### src/rtl/cpu_bus_pkg.sv
// Shared types and constants for the data-RAM bus: arbiter states, default widths, requester indices.
package cpu_bus_pkg;
   typedef enum logic {ARB = 1'b0, LOCKED = 1'b1} arb_state_t;

   localparam int ADDR_W_DEF = 16;
   localparam int DATA_W_DEF = 16;
   localparam int REQ_CPU    = 0;
   localparam int REQ_IO     = 1;

   function automatic int wrap_inc(input int i, input int n);
      return (i + 1 >= n) ? 0 : i + 1;
   endfunction
endpackage

### src/rtl/ram_arbiter_if.sv
// Requester-side bundle of the RAM arbiter: packed per-requester requests, grants and read responses.
interface ram_arbiter_if #(
   parameter int NUM_REQ = 2,
   parameter int ADDR_W  = 16,
   parameter int DATA_W  = 16
);
   logic [NUM_REQ-1:0]        req_valid;
   logic [NUM_REQ-1:0]        req_we;
   logic [NUM_REQ-1:0]        req_lock;
   logic [NUM_REQ*ADDR_W-1:0] req_addr;
   logic [NUM_REQ*DATA_W-1:0] req_wdata;
   logic [NUM_REQ-1:0]        req_ready;
   logic [NUM_REQ-1:0]        rsp_valid;
   logic [DATA_W-1:0]         rsp_rdata;

   modport master (output req_valid, req_we, req_lock, req_addr, req_wdata,
                   input  req_ready, rsp_valid, rsp_rdata);
   modport slave  (input  req_valid, req_we, req_lock, req_addr, req_wdata,
                   output req_ready, rsp_valid, rsp_rdata);
endinterface

### src/rtl/ram_arbiter_rr_picker.sv
// Combinational round-robin picker: first eligible request at or after ptr, wrapping modulo N.
module rr_picker import cpu_bus_pkg::*; #(
   parameter int N  = 2,
   parameter int IW = 1
) (
   input  logic [N-1:0]  req,
   input  logic [IW-1:0] ptr,
   input  logic [N-1:0]  mask,
   output logic [N-1:0]  grant,
   output logic [IW-1:0] idx,
   output logic          any
);
   logic [N-1:0] elig;
   assign elig = req & mask;

   always_comb begin
      logic [IW-1:0] j;
      j     = '0;
      grant = '0;
      idx   = '0;
      any   = 1'b0;
      for (int k = 0; k < N; k++) begin
         j = IW'((int'(ptr) + k) % N);
         if (!any && elig[j]) begin
            any      = 1'b1;
            grant[j] = 1'b1;
            idx      = j;
         end
      end
   end
endmodule

### src/rtl/ram_arbiter.sv
// Round-robin arbiter sharing one single-port RAM among NUM_REQ requesters, with lock and lock timeout.
module ram_arbiter import cpu_bus_pkg::*; #(
   parameter int NUM_REQ      = 2,
   parameter int ADDR_W       = ADDR_W_DEF,
   parameter int DATA_W       = DATA_W_DEF,
   parameter int LOCK_TIMEOUT = 16
) (
   input  logic              clk,
   input  logic              rst,
   input  logic              clk_en,
   ram_arbiter_if.slave      bus,
   output logic              mem_en,
   output logic              mem_we,
   output logic [ADDR_W-1:0] mem_addr,
   output logic [DATA_W-1:0] mem_wdata,
   input  logic [DATA_W-1:0] mem_rdata,
   output logic              lock_timeout
);
   localparam int IW = (NUM_REQ > 1) ? $clog2(NUM_REQ) : 1;
   localparam int CW = (LOCK_TIMEOUT > 1) ? $clog2(LOCK_TIMEOUT + 1) : 1;

   arb_state_t          state, state_d;
   logic [IW-1:0]       prio_ptr, ptr_d, owner, owner_d, win_idx;
   logic [CW-1:0]       cnt, cnt_d;
   logic [NUM_REQ-1:0]  mask, grant, rsp_q, rsp_d;
   logic                win_any, win_live, accept;

   assign mask = (state == LOCKED) ? (NUM_REQ'(1) << owner) : '1;

   rr_picker #(.N(NUM_REQ), .IW(IW)) u_picker (
      .req   (bus.req_valid),
      .ptr   (prio_ptr),
      .mask  (mask),
      .grant (grant),
      .idx   (win_idx),
      .any   (win_any)
   );

   // Reset blanks grants immediately, not just at the next edge.
   assign win_live      = win_any & ~rst;
   assign accept        = win_live & clk_en;
   assign bus.req_ready = rst ? '0 : grant;
   assign bus.rsp_valid = rsp_q;
   assign bus.rsp_rdata = mem_rdata;
   assign mem_en        = accept;

   always_comb begin
      mem_we    = 1'b0;
      mem_addr  = '0;
      mem_wdata = '0;
      if (win_live) begin
         mem_we    = bus.req_we[win_idx];
         mem_addr  = bus.req_addr[win_idx*ADDR_W +: ADDR_W];
         mem_wdata = bus.req_wdata[win_idx*DATA_W +: DATA_W];
      end
   end

   always_comb begin
      state_d      = state;
      ptr_d        = prio_ptr;
      owner_d      = owner;
      cnt_d        = cnt;
      rsp_d        = '0;
      lock_timeout = 1'b0;
      if (accept && !bus.req_we[win_idx])
         rsp_d = grant;
      case (state)
         ARB: begin
            if (accept) begin
               ptr_d = IW'(wrap_inc(int'(win_idx), NUM_REQ));
               if (bus.req_lock[win_idx]) begin
                  state_d = LOCKED;
                  owner_d = win_idx;
                  cnt_d   = '0;
               end
            end
         end
         LOCKED: begin
            // Only the owner can be accepted here; a real access always beats the timeout.
            if (accept) begin
               cnt_d = '0;
               if (!bus.req_lock[win_idx]) begin
                  state_d = ARB;
                  ptr_d   = IW'(wrap_inc(int'(owner), NUM_REQ));
               end
            end else if (clk_en) begin
               cnt_d = cnt + 1'b1;
               if (LOCK_TIMEOUT != 0 && int'(cnt) + 1 >= LOCK_TIMEOUT) begin
                  state_d      = ARB;
                  cnt_d        = '0;
                  ptr_d        = IW'(wrap_inc(int'(owner), NUM_REQ));
                  lock_timeout = 1'b1;
               end
            end
         end
         default: state_d = ARB;
      endcase
   end

   always_ff @(posedge clk or posedge rst) begin
      if (rst) begin
         state    <= ARB;
         prio_ptr <= '0;
         owner    <= '0;
         cnt      <= '0;
         rsp_q    <= '0;
      end else if (clk_en) begin
         state    <= state_d;
         prio_ptr <= ptr_d;
         owner    <= owner_d;
         cnt      <= cnt_d;
         rsp_q    <= rsp_d;
      end
   end
endmodule

### src/flat_wrapper.sv
// flat-port wrapper written by rule: the top's interface ports become plain ports
module ram_arbiter_flat import cpu_bus_pkg::*;
#(
   parameter int NUM_REQ      = 2,
   parameter int ADDR_W       = ADDR_W_DEF,
   parameter int DATA_W       = DATA_W_DEF,
   parameter int LOCK_TIMEOUT = 16
)
  (clk, rst, clk_en, mem_en, mem_we, mem_addr, mem_wdata, mem_rdata, lock_timeout, bus_req_valid, bus_req_we, bus_req_lock, bus_req_addr, bus_req_wdata, bus_req_ready, bus_rsp_valid, bus_rsp_rdata);
  ram_arbiter_if #(.NUM_REQ(NUM_REQ), .ADDR_W(ADDR_W), .DATA_W(DATA_W)) bus_i ();
  input  logic clk;
  input  logic rst;
  input  logic clk_en;
  output logic mem_en;
  output logic mem_we;
  output logic [ADDR_W-1:0] mem_addr;
  output logic [DATA_W-1:0] mem_wdata;
  input  logic [DATA_W-1:0] mem_rdata;
  output logic lock_timeout;
  input wire logic [$bits(bus_i.req_valid)-1:0] bus_req_valid;
  input wire logic [$bits(bus_i.req_we)-1:0] bus_req_we;
  input wire logic [$bits(bus_i.req_lock)-1:0] bus_req_lock;
  input wire logic [$bits(bus_i.req_addr)-1:0] bus_req_addr;
  input wire logic [$bits(bus_i.req_wdata)-1:0] bus_req_wdata;
  output wire logic [$bits(bus_i.req_ready)-1:0] bus_req_ready;
  output wire logic [$bits(bus_i.rsp_valid)-1:0] bus_rsp_valid;
  output wire logic [$bits(bus_i.rsp_rdata)-1:0] bus_rsp_rdata;
  assign bus_i.req_valid = bus_req_valid;
  assign bus_i.req_we = bus_req_we;
  assign bus_i.req_lock = bus_req_lock;
  assign bus_i.req_addr = bus_req_addr;
  assign bus_i.req_wdata = bus_req_wdata;
  assign bus_req_ready = bus_i.req_ready;
  assign bus_rsp_valid = bus_i.rsp_valid;
  assign bus_rsp_rdata = bus_i.rsp_rdata;
  ram_arbiter #(.NUM_REQ(NUM_REQ), .ADDR_W(ADDR_W), .DATA_W(DATA_W), .LOCK_TIMEOUT(LOCK_TIMEOUT)) u_core (.clk(clk), .rst(rst), .clk_en(clk_en), .bus(bus_i), .mem_en(mem_en), .mem_we(mem_we), .mem_addr(mem_addr), .mem_wdata(mem_wdata), .mem_rdata(mem_rdata), .lock_timeout(lock_timeout));
endmodule
### config.mk
export PLATFORM = sky130hd
export DESIGN_NAME = ram_arbiter_flat
export DESIGN_NICKNAME = d
export VERILOG_FILES = /design/src/rtl/cpu_bus_pkg.sv /design/src/rtl/ram_arbiter_if.sv /design/src/rtl/ram_arbiter_rr_picker.sv /design/src/rtl/ram_arbiter.sv /design/src/flat_wrapper.sv
export SDC_FILE = /design/constraint.sdc
export NUM_CORES = 1
export LEC_CHECK = 0
export CAP_MARGIN = 25
export CORE_AREA = 2 2 55 57
export DETAILED_ROUTE_END_ITERATION = 8
export DIE_AREA = 0 0 57 59
export DONT_BUFFER_PORTS = 1
export GPL_TIMING_DRIVEN = 0
export PLACE_DENSITY_LB_ADDON = 0.2
export SLEW_MARGIN = 10
export SYNTH_ARGS = -nofsm -noshare
export SYNTH_HDL_FRONTEND = slang
export SYNTH_SLANG_ARGS = --single-unit
export TNS_END_PERCENT = 5
### constraint.sdc
create_clock -name clk -period 2.9 [get_ports clk]
set_input_delay 0.87 -clock clk [delete_from_list [all_inputs] [get_ports clk]]
set_output_delay 0.87 -clock clk [all_outputs]
set_load 0.05 [all_outputs]
After elaboration in Yosys (flattened, before gate mapping)
Index checks and enable logic that the tools add are counted.
Widths: inputs -> output; s select.
{"block": "word_totals", "regBits": 10, "wordCells": 85}
{"block": "op_classes", "shifts": 3, "n_lt_le_gt_ge": 8, "n_eq_ne": 4, "bitwise_logic": 6, "add_sub_neg": 5, "mux": 45, "n_reduce_logical": 9}
{"operator": "$shiftx 32x6->16", "n": 2}
{"operator": "$ge 32x6->1 const B", "n": 1}
{"operator": "$mux 16", "n": 2}
{"operator": "$mux 1", "n": 29}
{"operator": "$mux 5", "n": 4}
{"operator": "$mux 2", "n": 5}
{"operator": "$pmux 5 s2", "n": 1}
{"operator": "$reduce_and 4->1", "n": 2}
{"operator": "$add 5x1->6 const B", "n": 1}
{"operator": "$lt 1x2->1 const B", "n": 3}
{"operator": "$ne 3x3->1 const B", "n": 2}
{"operator": "$add 5x1->5 const B", "n": 1}
{"operator": "$add 1x1->2 const B", "n": 2}
{"operator": "$ge 2x2->1 const B", "n": 2}
{"operator": "$logic_and 1x1->1", "n": 4}
{"operator": "$ne 2x1->1 const B", "n": 2}
{"operator": "$pmux 1 s2", "n": 2}
{"operator": "$reduce_and 3->1", "n": 1}
{"operator": "$and 1x1->1", "n": 2}
{"operator": "$and 2x2->2", "n": 1}
{"operator": "$demux 1 s1", "n": 2}
{"operator": "$ge 1x1->1 const B", "n": 2}
{"operator": "$logic_not 1->1", "n": 2}
{"operator": "$not 1->1", "n": 2}
{"operator": "3 further kinds", "n": 3}

Logic depth before layout (Yosys ltp)
{"block": "depth", "ltp_word": 14, "ltp_mapped": 7, "depth_no_buf": 6}

Cells and area by module
A second synthesis with hierarchy kept.
{"block": "unflattened", "hier_cells": 157, "hier_area_um2": 1265.0}
{"module": "ram_arbiter", "instances": 1, "seq_area_each_um2": 250.2, "cells_per_inst": 151, "area_each_um2": 1227.4}
{"module": "rr_picker", "instances": 1, "seq_area_each_um2": 0.0, "cells_per_inst": 6, "area_each_um2": 37.5}

Worst setup path before layout
OpenSTA, ideal clock, no wires.
{"block": "synth_path", "path_type": "input to output", "startpoint": "in bus_req_valid[0]", "endpoint": "out mem_addr[10]", "t_required_ps": 2030, "setup_slack_ps": -513, "t_arrival_ps": 2543, "cell_stages": 6, "path_cell_list": "or3b_4 and3_1 clkbuf_1 clkbuf_1 nand2_1 a21oi_1"}
{"block": "synth_between", "elab_chain_cells": 9, "elab_cells_between_ends": 14, "cone_classes": "shift: 1; mux: 9; bitwise: 2; reduce/logical: 2"}
{"item": "from (decl)", "line_no": "flat_wrapper.sv:20", "rtl": "input wire logic [$bits(bus_i.req_valid)-1:0] bus_req_valid;"}
{"item": "$and 2x2->2 (*)", "line_no": "ram_arbiter_rr_picker.sv:14", "rtl": "assign elig = req & mask;"}
{"item": "$mux 1 (not written as such) (2 in series)", "line_no": "ram_arbiter_rr_picker.sv:24", "rtl": "if (!any && elig[j]) begin"}
{"item": "$mux 1", "line_no": "ram_arbiter_rr_picker.sv:24"}
{"item": "$logic_not 1->1", "line_no": "ram_arbiter_rr_picker.sv:24"}
{"item": "$logic_and 1x1->1", "line_no": "ram_arbiter_rr_picker.sv:24"}
{"item": "$mux 1", "line_no": "ram_arbiter_rr_picker.sv:24"}
{"item": "$shiftx 32x6->16 / $and 1x1->1 (equally long branches)", "line_no": "ram_arbiter.sv:53, ram_arbiter.sv:40"}
{"item": "$mux 16 (*)", "line_no": "ram_arbiter.sv:51", "rtl": "if (win_live) begin"}
{"item": "to (decl)", "line_no": "flat_wrapper.sv:16", "rtl": "output logic [ADDR_W-1:0] mem_addr;"}
Mark *: on every way between the ends. The rest lies on a longest branch, timed or not. The select of a mux whose other input is x is not followed.

Worst setup path in the final report
{"block": "layout_path", "startpoint": "in bus_req_valid[0]", "endpoint": "out mem_addr[6]"}
Same word-level chain as after synthesis.

==> impl_metrics.yaml <==
sta:
  whs_ns: 0.478
  setup_tns_ns: 0
  finClkSkew_ns: 0.00291
  fmax_mhz: 346
  setup_violations: 0
  rsz0062_at_grt: "yes"
  fin_crit_sh_pct: 99.7
  slew-limit-headroom_pct: 56.6
  fin_crit_ns: 2.89
  slew_viol_final: 0
  fin_ws_ns: 0.00955
  worstMarginPinSlew_ns: 0.651
  hold_violations: 0
floorplan:
  dieArea_sq_um: 3360
  core_sq_um: 2710
  placementRows: 19
  dieWidth_um: 57
  die_y_um: 59
  num_io_pins: 144
  start_util_pct: 46.1
synthesis:
  syn-num-nets: 288
  yosys-top-cells-area: "nand2_1, dfrtp_1, a21oi_1"
  synth_ff_type: "dfrtp_1"
  syn_avg_cell_area_sq_um: 6.31
  ys_seq_elements: 10
  yosys.area.top_type: "nand2_1"
  yosysUniqueCellTypes: 37
  synth_top_cell_area_share_pct: 21.3
  synth_area_sq_um: 1250
  synth_edf_count: 0
  ys_warn_count: 0
  async_flop_share_pct: 100
  ys_seq_area_share_pct: 20.0
  synth_cells: 198
worst_setup_path:
  crit_path_max_incr_delay_ns: 0.41
  cp_data_arrival_time_ns: 2.02
  rrSetupSlack_ns: 0.67
  critPathSlowestCell: "a21oi_4"
  path_cells: "or3b_4 -> nand3_4 -> buf_6 -> nand2_1 -> a21oi_4"
  rr_startpoint: "u_core.state$_DFFE_PP0P_"
  crit_fanout: 5
  r2r-end: "u_core.cnt[1]$_DFFE_PP0P_"
  rr_worst_depth: 7
  worstPathRequired_ns: 2.03
  crit_path_end_kind: "primary output"
  critPathLaunchType: "primary input"
  criticalPathCategory: "in2out"
pwr:
  combPwrFrac_pct: 72.2
  internal-power_uw: 473
  p_seq_share_pct: 19.5
  finalPower_uw: 1140
  clockPowerShare_pct: 8.2
  p_sw_uw: 671
  p_leak_uw: 0.000727
  power_density_nw_per_um2: 631
  vdd_ir_drop_max_mv: 0.465
  p_sw_share_pct: 58.6
route:
  wire_per_inst_um: 18.5
  wl_um: 4370
  dr.pass1.iters: 5
  avgViaCountPerCell: 5.98
  drc: 0
  drt-initial-drc-count: 60
  vias: 1418
  ant_nets: 0
placed_design:
  hpwl_um: 3610
  port_buffers: 0
  pre_cts_ws_ns: -0.378
  finalWeightedCongestion: 0.833
  placedInstanceArea_sq_um: 1630
cells_and_area:
  fillers: 229
  drive_above_1_share_pct: 39.8
  multi_input_area_sq_um: 1180
  num_antenna_cells: 0
  nets: 298
  seq_area_sq_um: 250
  syn_to_final_growth_pct: 45.1
  final_area_sq_um: 1810
global_route:
  grt_pass1_wl_um: 6250
  grt_max_degree: 12
  grt_overflow: 0
  grt_usage_pct: 23.3
  antenna_found_initial: 0
  grt_pass1_vias: 1318
cts:
  cts_buffers: 3
  clk_latency_ns: 0.26
  root_buffer: "clkbuf_4"
  cts_max_level: 1
  cts_tree: "yes"
  clk_path_buf_depth: 2
  clkTransAtPathRegs_ns: 0.06
  postCtsHoldBufs: 0
  clock-sinks: 10
outcome:
  outcome: "finished clean"
min_path:
  min_path_type: "in2async"
job:
  drv_cap: 0
routing by layer:
metal | GRT usage, % | up-vias | wire [um]
li1 | - | 665 | -
met3 | 5.02 | 6 | 463
met2 | 41.1 | 85 | 2280
met5 | 0 | - | 0
met4 | 3.65 | 0 | 31
met1 | 30.0 | 662 | 1600
Yosys cell counts (3+ instances only):
cell      number
a21oi_1       35
a31oi_1        3
buf_1          4
buf_4         16
clkbuf_1       6
dfrtp_1       10
inv_1          6
mux2i_1        4
nand2_1       71
nand3_1        3
nor2_1         6
o21ai_0        5
cell families after synthesis:
logic type | share of synthesized area (%)
AND/OR/NAND/NOR | 32.1
AO/OA/AOI/OAI | 24.5
buffers and inverters | 16.1
flip-flops | 20.0
multiplexers | 6.21
adder cells (fa/ha/maj) | 1.00
worst max-delay path by stage:
stage	from	end	slack, ns
2_1_floorplan	bus_req_valid[0]	mem_addr[14]	-0.21
3_3_place_gp	bus_req_valid[0]	mem_wdata[1]	-0.34
3_5_place_dp	bus_req_valid[0]	mem_wdata[8]	-0.38
4_1_cts	bus_req_valid[0]	mem_addr[6]	-0.02
5_1_grt	bus_req_valid[0]	mem_wdata[2]	-0.02
6_report	bus_req_valid[0]	mem_addr[6]	0.01
state kept, by name, summed over array words and instances, names as in the netlist:
| name | flops |
|---|---|
| u_core.bus.rsp_valid | 2 |
| u_core.cnt | 5 |
| u_core.owner | 1 |
| u_core.prio_ptr | 1 |
| u_core.state | 1 |
metrics by stage:
step                cells  utilization (%)
global placement      229             59.8
CTS                   232             64.7
finish                237             66.9
detailed placement    230             60.1
floorplan             198                -
global route          237             66.9
power groups by stage:
| stage | Clock [uW] | Sequential, uW | Combinational [uW] |
|---|---|---|---|
| 6_report | 94.1 | 223 | 826 |
| 4_1_cts | 93.6 | 223 | 801 |
| 3_3_place_gp | 0 | 221 | 729 |
| 3_5_place_dp | 0 | 224 | 749 |
| 2_1_floorplan | 0 | 215 | 674 |
| 5_1_grt | 98.9 | 230 | 875 |
critical path: cells and delay by family:
family          cells  cell delay [ns]
simple gates        3             0.60
compound gates      1             0.41
buf+inv             1             0.12
layout make-up:
class | count | area share (%)
buffer | 28 | 14.4
tap | 31 | 2.14
clock buffer | 3 | 1.24
multi-input combinational | 154 | 65.1
timing repair buffer | 5 | 2.07
sequential | 10 | 13.8
inverter | 6 | 1.24
what timing repair did:
item | in CTS | in global routing
gates resized for setup | 33 | 6
endpoints found under the setup margin | 35 | 34
cloned | 0 | 2
buffers inserted | 0 | 3
pin swaps | 16 | 14
cell usage in the layout, fill, tap and decap left out, drive strengths merged, types with 2 or more instances in the layout:
| master | instances |
|---|---|
| nand2 | 71 |
| a21oi | 35 |
| buf | 28 |
| dfrtp | 10 |
| clkbuf | 8 |
| inv | 6 |
| nor2 | 6 |
| o21ai | 5 |
| nand3 | 5 |
| mux2i | 4 |
| a31oi | 3 |
| mux2 | 3 |
| nor3 | 2 |
| a21o | 2 |
| or3b | 2 |
Power figures use the tool's default switching activity.
